`config.mk`:
```
export PLATFORM = sky130hd
export DESIGN_NAME = shift_pipe
export DESIGN_NICKNAME = d
export VERILOG_FILES = /design/src/rtl/shift_pipe.sv
export SDC_FILE = /design/constraint.sdc
export NUM_CORES = 1
export LEC_CHECK = 0
export ABC_AREA = 1
export CAP_MARGIN = 10
export CORE_MARGIN = 10
export CORE_UTILIZATION = 40
export CTS_CLUSTER_DIAMETER = 80
export CTS_CLUSTER_SIZE = 14
export DETAILED_ROUTE_END_ITERATION = 7
export GPL_ROUTABILITY_DRIVEN = 0
export MAX_ROUTING_LAYER = met4
export SETUP_SLACK_MARGIN = 0.5
export SYNTH_ARGS = -nofsm -noshare
export SYNTH_HDL_FRONTEND = slang
export SYNTH_SLANG_ARGS = --single-unit
```
`constraint.sdc`:
```
create_clock -name clk -period 12.2 [get_ports clk]
set_input_delay 3.66 -clock clk [delete_from_list [all_inputs] [get_ports clk]]
set_output_delay 3.66 -clock clk [all_outputs]
set_load 0.05 [all_outputs]
```
`src/rtl/shift_pipe.sv`:
```
// Pipelined WIDTH-bit shifter (SHL/ROL/SHR/SAR) with carry/zero flags, valid/ready
// handshake with full backpressure, synchronous flush and synchronous reset.
module shift_pipe #(
    parameter int WIDTH   = 18,
    parameter int LATENCY = 2
) (
    input  logic             clk,
    input  logic             rst,
    input  logic             flush,
    input  logic             in_valid,
    output logic             in_ready,
    input  logic [WIDTH-1:0] s1,
    input  logic [WIDTH-1:0] s2,
    input  logic [1:0]       op,
    output logic             out_valid,
    input  logic             out_ready,
    output logic [WIDTH-1:0] res,
    output logic             carry,
    output logic             zero
);

    // Shift results carry one extra bit that captures the last bit shifted out.
    logic [WIDTH:0]          w_shl;
    logic [WIDTH:0]          w_shr;
    logic signed [WIDTH:0]   w_sar;
    logic [WIDTH-1:0]        w_rot_amt;
    logic [2*WIDTH-1:0]      w_rot;
    logic [WIDTH-1:0]        w_res;
    logic                    w_carry;
    logic                    w_zero;
    logic                    w_accept;

    logic [LATENCY-1:0]      w_load;
    logic [LATENCY-1:0]      w_src_valid;
    logic [LATENCY-1:0]      w_src_carry;
    logic [LATENCY-1:0]      w_src_zero;
    logic [WIDTH-1:0]        w_src_res [LATENCY];

    logic [LATENCY-1:0]      r_valid;
    logic [LATENCY-1:0]      r_carry;
    logic [LATENCY-1:0]      r_zero;
    logic [WIDTH-1:0]        r_res [LATENCY];

    assign w_shl     = {1'b0, s1} << s2;
    assign w_shr     = {s1, 1'b0} >> s2;
    assign w_sar     = $signed({s1, 1'b0}) >>> s2;
    assign w_rot_amt = s2 % WIDTH'(WIDTH);
    assign w_rot     = {s1, s1} << w_rot_amt;

    always_comb begin
        w_res   = s1;
        w_carry = 1'b0;
        case (op)
            2'd0: {w_carry, w_res} = w_shl;
            2'd1: begin
                w_res   = w_rot[2*WIDTH-1:WIDTH];
                w_carry = (w_rot_amt != '0) && w_rot[WIDTH];
            end
            2'd2:    {w_res, w_carry} = w_shr;
            default: {w_res, w_carry} = w_sar;
        endcase
    end

    assign w_zero   = (w_res == '0);
    assign in_ready = w_load[0];
    assign w_accept = in_valid && w_load[0] && !flush;

    // A stage may load when the consumer takes the head or any stage from it onward is empty.
    genvar gi;
    generate
        for (gi = 0; gi < LATENCY; gi++) begin : g_stage
            assign w_load[gi] = out_ready || !(&r_valid[LATENCY-1:gi]);
            if (gi == 0) begin : g_head
                assign w_src_valid[gi] = w_accept;
                assign w_src_res[gi]   = w_res;
                assign w_src_carry[gi] = w_carry;
                assign w_src_zero[gi]  = w_zero;
            end else begin : g_body
                assign w_src_valid[gi] = r_valid[gi-1];
                assign w_src_res[gi]   = r_res[gi-1];
                assign w_src_carry[gi] = r_carry[gi-1];
                assign w_src_zero[gi]  = r_zero[gi-1];
            end
        end
    endgenerate

    always_ff @(posedge clk) begin
        if (rst) begin
            r_valid <= '0;
            r_carry <= '0;
            r_zero  <= '0;
            for (int i = 0; i < LATENCY; i++) begin
                r_res[i] <= '0;
            end
        end else begin
            for (int i = 0; i < LATENCY; i++) begin
                if (flush) begin
                    r_valid[i] <= 1'b0;
                end else if (w_load[i]) begin
                    r_valid[i] <= w_src_valid[i];
                end
                // Payload only moves with a valid op so the post-reset zeros survive idle cycles.
                if (!flush && w_load[i] && w_src_valid[i]) begin
                    r_res[i]   <= w_src_res[i];
                    r_carry[i] <= w_src_carry[i];
                    r_zero[i]  <= w_src_zero[i];
                end
            end
        end
    end

    assign out_valid = r_valid[LATENCY-1];
    assign res       = r_res[LATENCY-1];
    assign carry     = r_carry[LATENCY-1];
    assign zero      = r_zero[LATENCY-1];

endmodule

```
==> metrics.md, run 1 <==
| Metric | Value |
|---|---|
| DRT antenna net count | 0 |
| FF-to-FF End | r_res[0][16] |
| WL met2 | 11400 microns |
| Max Buffers Root-to-Sink | 2 |
| Fillers | approximately 1900 |
| Post-Syn Instances | 1304 |
| Hold_sp | r_valid[0] |
| Pin count of the biggest net entering global routing | 44 |
| Ports | 65 |
| Max_slew headroom | 0.368 |
| Initial antenna violation count | 0 |
| Status | finished clean |
| Final period util | 0.913 |
| DR iter-0 viols | between 1000 and 1500 |
| Max cap viols | 0 |
| Area growth syn-to-layout | 16.8% |
| Vias per inst | 5.65 |
| Mapped Nets | 1349 |
| # port buffers | 64 |
| Yosys reg bits | 42 |
| DRT met1 WL | 10500 microns |
| CP Class | in -> reg |
| Clock sinks | 42 |
| Sequential share of the synthesized area | 0.169 |
| Top Metal Used | met4 |
| CP bufs+invs | 5 |
| Unrepaired setup endpoints after global routing | no |
| CP Data Arrival Time | 11.37 ns |
| Area of the multi-input gates | 5260 sq um |
| Drt pass-1 iters | 6 |
| H-tree levels | 2 |
| Clock latency reported for the late side of the worst-skew pair | 0.28 ns |
| Routed wire per std cell | 16.1 microns |
| Slowest CP cell | mux2i_1 |
| Share of cells above drive strength 1 | 0.117 |
| Critical path's top delay family | simple AND/OR/NAND/NOR gates |
| Synth Area in Compound Gates | 0.168 |
| Tmin final | between 10 and 15 ns |
| Synth Area in Adders | 0.00352 |
| Avg Cell Area, Syn | 5.45 sq um |
| Starting Density | 0.410 |
| Vias in the first global route | 7829 |
| Worst Max-Slew Pin Slew | 0.947 ns |
| Dpl cells | 1528 |
| HP Class | reg -> reg |
| Die ar. | 23500 sq um |
| Startpoint type of the worst setup path | input port |
| Vias after detailed routing | 8761 |
| Final Max Tran Viols | 0 |
| Clock-pin slew on the worst setup and hold paths | 0.07 ns |
| GR Util All Layers | 0.196 |
| Layout net count | 1369 |
| Final Hold Viols | 0 |
| Largest family of logic cells by synthesized area | simple AND/OR/NAND/NOR gates |
| Ys flop type | edfxtp_1 |
| EDFF count, synth | 36 |
| Final Non-Filler Cells | 1550 |
| GRT Residual Overflow | 0 |
| Cell depth of the worst hold path | 2 |
| CP most frequent cell | nand2_2 |
| Worst path max stage delay | 0.39 ns |
| Yosys warns | 0 |
| Total CTS buffers | 5 |
| Clock Tree Root | clkbuf_16 |
| Multiplexer share of the synthesized area | 0.00141 |
| Post-synthesis xor/xnor area fraction | 0.0120 |
| Fin Setup TNS | 0 ns |
| Reg2reg path depth | 11 |
| # rows | 48 |
| DR DRC count | 0 |
| Synthesized area | 7110 sq um |
| Crit path capture type | register |
| Number of cells on the critical path | ~70 |
| Commonest non-fill, non-tap cell in the layout | nand2_1 |
| Chip width | approximately 150 microns |
| Worst Hold End | r_valid[1] |
| Worst-path fanout max | 9 |
| Cell variety after synth | 54 |
| CTS tree | done |
| Highest-count cells in the layout ignoring fill and taps | nand2_1, nand3_1, inv_1, nor2_1, o21ai_0 |
| FMAX | ~90 MHz |
| Metal3 WL | 2090 microns |
| Dpl hpwl | 18700 microns |
| Storage element area | 1200 sq um |
| Antenna cell count | 0 |
| Die Ht | around 150 microns |
| Setup Skew | ~0.0064 ns |
| Endpoints failing setup | 0 |
| Worst reg2reg setup slack | 10.01 ns |
| WP data required | 12.43 ns |
| First-pass GRT wire length | 38400 microns |
| Synth Area in Simple Gates | 0.502 |
| Reg2reg start | r_valid[1] |
| Core area | 17400 sq um |
| Fraction of registers with async set/reset | 0 |
| Total routed wirelength | 25000 microns |
## worst reg2reg max path: stages, from the launching register on
cell     delay [ns]
dfxtp_1        0.32
inv_1          0.04
nor2_1         0.07
inv_1          0.07
nor2_1         0.12
nor3_1         0.06
inv_1          0.09
nor2_1         0.08
inv_1          0.08
nand2_1        0.12
inv_1          0.72
nor2_1         0.13
## per-stage QoR
stage | hold WS [ns] | setup slack, ns | area [sq um] | utilization
after floorplan | 0.446 | 2.32 | 7110 | -
after global placement | 0.467 | 0.493 | 7680 | 0.443
after detailed placement | 0.471 | 0.263 | 7680 | 0.443
after CTS | 0.481 | 0.563 | 7830 | 0.451
after global routing | 0.503 | 0.370 | 8300 | 0.478
final | 0.478 | 1.07 | 8300 | 0.478
## sequential cells by signal, summed over array words and instances (netlist names)
signal / flops
r_zero: 2
r_valid: 2
r_res: 36
r_carry: 2
## Yosys cell counts (2+ instances only)
library cell	instances	area, sq um
o31ai_1	3	22.5
a22oi_1	2	15.0
a21oi_2	2	17.5
nor2_1	110	413
nand2_2	39	244
inv_2	19	71.3
buf_1	8	30.0
nand4_1	41	257
o211ai_1	12	90.1
a21o_1	3	22.5
dfxtp_1	6	120
xor2_1	6	52.6
o21ai_0	105	526
and2_1	2	12.5
o221ai_1	6	52.6
a211oi_1	2	15.0
clkinv_1	6	22.5
a21oi_1	35	175
buf_4	26	195
buf_2	9	45.0
buf_6	3	33.8
a41oi_1	2	17.5
nor3_1	7	35.0
a31oi_1	6	37.5
edfxtp_1	36	1080
or2_2	2	12.5
o22ai_1	6	37.5
inv_1	142	533
o21ai_1	13	65.1
nand3_1	190	951
ha_1	2	25.0
xor2_2	2	32.5
nand2_1	401	1510
nand2_4	3	33.8
clkbuf_1	26	97.6
nor2_2	2	12.5
nand4_2	2	25.0
## cell type report
class,count,area share
Timing Repair Buffer,78,0.0916
Timing Repair inverter,2,0.00181
Tap cell,225,0.0339
Clock inverter,3,0.00301
Multi-Input combinational cell,1028,0.634
Inverter,167,0.0760
Sequential cell,42,0.145
Clock buffer,5,0.0151
## repair_timing
action                     in CTS  in global routing
hold buffers                    0                  0
setup endpoints to repair       0                 20
setup buffers                   0                  7
gates resized for setup         0                 85
## kinds of logic (layout without fill, tap and decap cells)
family,after synthesis,in the layout
simple gates,804,808
buf+inv,239,255
compound gates,208,209
flops,42,42
xor+xnor,8,8
fa+ha+maj,2,2
mux,1,1
## per-layer routing
metal / vias to the layer above / track usage
met1: 3915 / 0.243
met2: 414 / 0.316
met5: - / -
li1: 4356 / -
met3: 76 / 0.0261
met4: 0 / 0.0767
## worst max-delay path by stage
stage,endpoint,from
3_3_place_gp,r_res[0][10],s2[15]
4_1_cts,r_res[0][10],s2[17]
3_5_place_dp,r_res[0][10],s2[17]
5_1_grt,r_zero[0],s2[16]
2_1_floorplan,r_res[0][10],s2[17]
6_report,r_zero[0],s2[16]
Power of run 1 is left out: the tool's default activity adds up to more than one toggle a clock period on the data nets, which glitch-free logic cannot reach.
==> run 2: changes to the inputs <==
--- a/config.mk
+++ b/config.mk
@@ -9,6 +9,7 @@
 export CAP_MARGIN = 10
 export CORE_MARGIN = 10
 export CORE_UTILIZATION = 40
+export CTS_BUF_LIST = sky130_fd_sc_hd__clkbuf_8
 export CTS_CLUSTER_DIAMETER = 80
 export CTS_CLUSTER_SIZE = 14
 export DETAILED_ROUTE_END_ITERATION = 7
==> metrics.md, run 2 (synthesis results as in run 1) <==
| Metric | Value |
|---|---|
| Unrepaired setup endpoints after global routing | no |
| Highest-count cells in the layout ignoring fill and taps | nand2_1, nand3_1, inv_1, nor2_1, o21ai_0 |
| Reg2reg path depth | 11 (unchanged) |
| CP Data Arrival Time | 11.28 ns (-0.09 ns) |
| Vias per inst | 5.66 (+0.19%) |
| GR Util All Layers | 0.196 (-0.000479) |
| Worst-path fanout max | 9 (unchanged) |
| DRT antenna net count | 0 (unchanged) |
| Chip width | 153 microns (unchanged) |
| Crit path capture type | register |
| Worst reg2reg setup slack | 10.03 ns (+0.02 ns) |
| Status | finished clean |
| Antenna cell count | 0 (unchanged) |
| Vias in the first global route | 7826 (-0.038%) |
| Total CTS buffers | 5 (unchanged) |
| Layout net count | 1370 (+0.073%) |
| Reg2reg start | r_valid[1] |
| Final Hold Viols | 0 (unchanged) |
| Endpoints failing setup | 0 (unchanged) |
| Area growth syn-to-layout | 16.0% |
| Number of cells on the critical path | 75 (+5.6%) |
| Setup Skew | 0.00616 ns (-0.000192 ns) |
| Clock latency reported for the late side of the worst-skew pair | 0.30 ns (+0.02 ns) |
| DR iter-0 viols | 1024 (-0.39%) |
| WP data required | 12.45 ns (+0.02 ns) |
| Share of cells above drive strength 1 | 0.115 (-0.00235) |
| FMAX | 90.6 MHz (+0.93%) |
| Critical path's top delay family | simple AND/OR/NAND/NOR gates |
| Worst Max-Slew Pin Slew | 0.934 ns (-0.0132 ns) |
| CP bufs+invs | 6 (+1) |
| CTS tree | done |
| Startpoint type of the worst setup path | input port |
| Largest Register | r_res |
| CP Class | in -> reg |
| CP most frequent cell | nand2_2 |
| HP Class | reg -> reg |
| FF-to-FF End | r_res[0][16] |
| Initial antenna violation count | 0 (unchanged) |
| Slowest CP cell | dlymetal6s2s_1 |
| CP endpoint | r_zero[0] |
| CTS Hold Buffers Added | 0 (unchanged) |
| Tmin final | 11.03 ns (-0.103 ns) |
| Routed wire per std cell | 16.1 microns (-0.21%) |
| Max FFs per register | 36 (unchanged) |
| Worst path max stage delay | 0.19 ns (-0.20 ns) |
| Pin count of the biggest net entering global routing | 44 (unchanged) |
| Vias after detailed routing | 8783 (+0.25%) |
| GRT Residual Overflow | 0 (unchanged) |
| H-tree levels | 2 (unchanged) |
| Commonest non-fill, non-tap cell in the layout | nand2_1 |
| Max cap viols | 0 (unchanged) |
| Die Ht | 153 microns (unchanged) |
| # rows | 48 (unchanged) |
| DR DRC count | 0 (unchanged) |
| Dpl hpwl | 18700 microns (unchanged) |
| First-pass GRT wire length | 38400 microns (about the same) |
| Starting Density | 0.410 (unchanged) |
| Die ar. | 23500 sq um (unchanged) |
| Clock-pin slew on the worst setup and hold paths | 0.09 ns (+0.02 ns) |
| Max Buffers Root-to-Sink | 2 (unchanged) |
| Ports | 65 (unchanged) |
| Fin Setup TNS | 0 ns (unchanged) |
| Final period util | 0.904 (-0.00842) |
| CP startpoint | s2[16] |
| Core area | 17400 sq um (unchanged) |
| # port buffers | 64 (unchanged) |
| Clock sinks | 42 (unchanged) |
| Total routed wirelength | 25000 microns (-0.14%) |
| Final Max Tran Viols | 0 (unchanged) |
| Drt pass-1 iters | 6 (unchanged) |
| Clock Tree Root | clkbuf_8 |
| Max_slew headroom | 0.377 (+0.00882) |
==> run 2: worst min path at each step <==
stage                           from    endpoint  cells after the start
after detailed placement  r_valid[0]  r_valid[1]                      2
after global routing      r_valid[0]  r_valid[1]                      2
after floorplan            r_zero[0]   r_zero[1]                      2
final                     r_valid[0]  r_valid[1]                      2
after global placement    r_valid[0]  r_valid[1]                      2
after CTS                 r_valid[0]  r_valid[1]                      2
==> run 2: through the flow <==
step,util,hold slack (ns),std cells,worst slack (ns),instance area [sq um]
after detailed placement,0.443,0.471,1528,0.263,7680
after floorplan,-,0.446,1304,2.32,7110
after CTS,0.448,0.484,1536,0.580,7780
after global placement,0.443,0.467,1528,0.493,7680
final,0.475,0.481,1551,1.17,8240
after global routing,0.475,0.507,1551,0.416,8240
==> run 2: per-layer routing <==
layer | up-vias | GRT usage | part of all wire
met2 | 436 | 0.315 | 0.46
met4 | 0 | 0.0713 | 0.036
li1 | 4355 | - | -
met5 | - | - | 0
met3 | 73 | 0.0278 | 0.091
met1 | 3919 | 0.244 | 0.42
==> run 2: tightest hold or removal path: cells and delay by family, from the launching register on <==
kind	cells	cell delay (ns)
buffers and inverters	1	0.06
AO/OA/AOI/OAI	1	0.06
flip-flops	1	0.32
==> run 2: final cells by class <==
cell class | count | area (sq um)
Timing Repair Buffer | 79 | 759
Clock inverter | 3 | 25.0
Timing Repair inverter | 2 | 15.0
Multi-Input combinational cell | 1028 | 5260
Inverter | 167 | 633
Sequential cell | 42 | 1200
Tap cell | 225 | 282
Clock buffer | 5 | 68.8
Fill cell | 1886 | 9110
==> run 2: repair_timing <==
item                                   4_1_cts  5_1_grt
resized for setup                            0       84
endpoints found under the hold margin        0        0
setup endpoints to repair                    0       20
buffers inserted                             0        8
Power of run 2 is left out for the same reason.
==> run 3: changes to the inputs <==
--- a/config.mk
+++ b/config.mk
@@ -14,6 +14,7 @@
 export CTS_CLUSTER_SIZE = 14
 export DETAILED_ROUTE_END_ITERATION = 7
 export GPL_ROUTABILITY_DRIVEN = 0
+export HOLD_SLACK_MARGIN = 0.08
 export MAX_ROUTING_LAYER = met4
 export SETUP_SLACK_MARGIN = 0.5
 export SYNTH_ARGS = -nofsm -noshare
==> results of run 3 <==
No change in the layout: final DEF, timing and power equal those of run 2.
Power of run 3 is left out for the same reason.
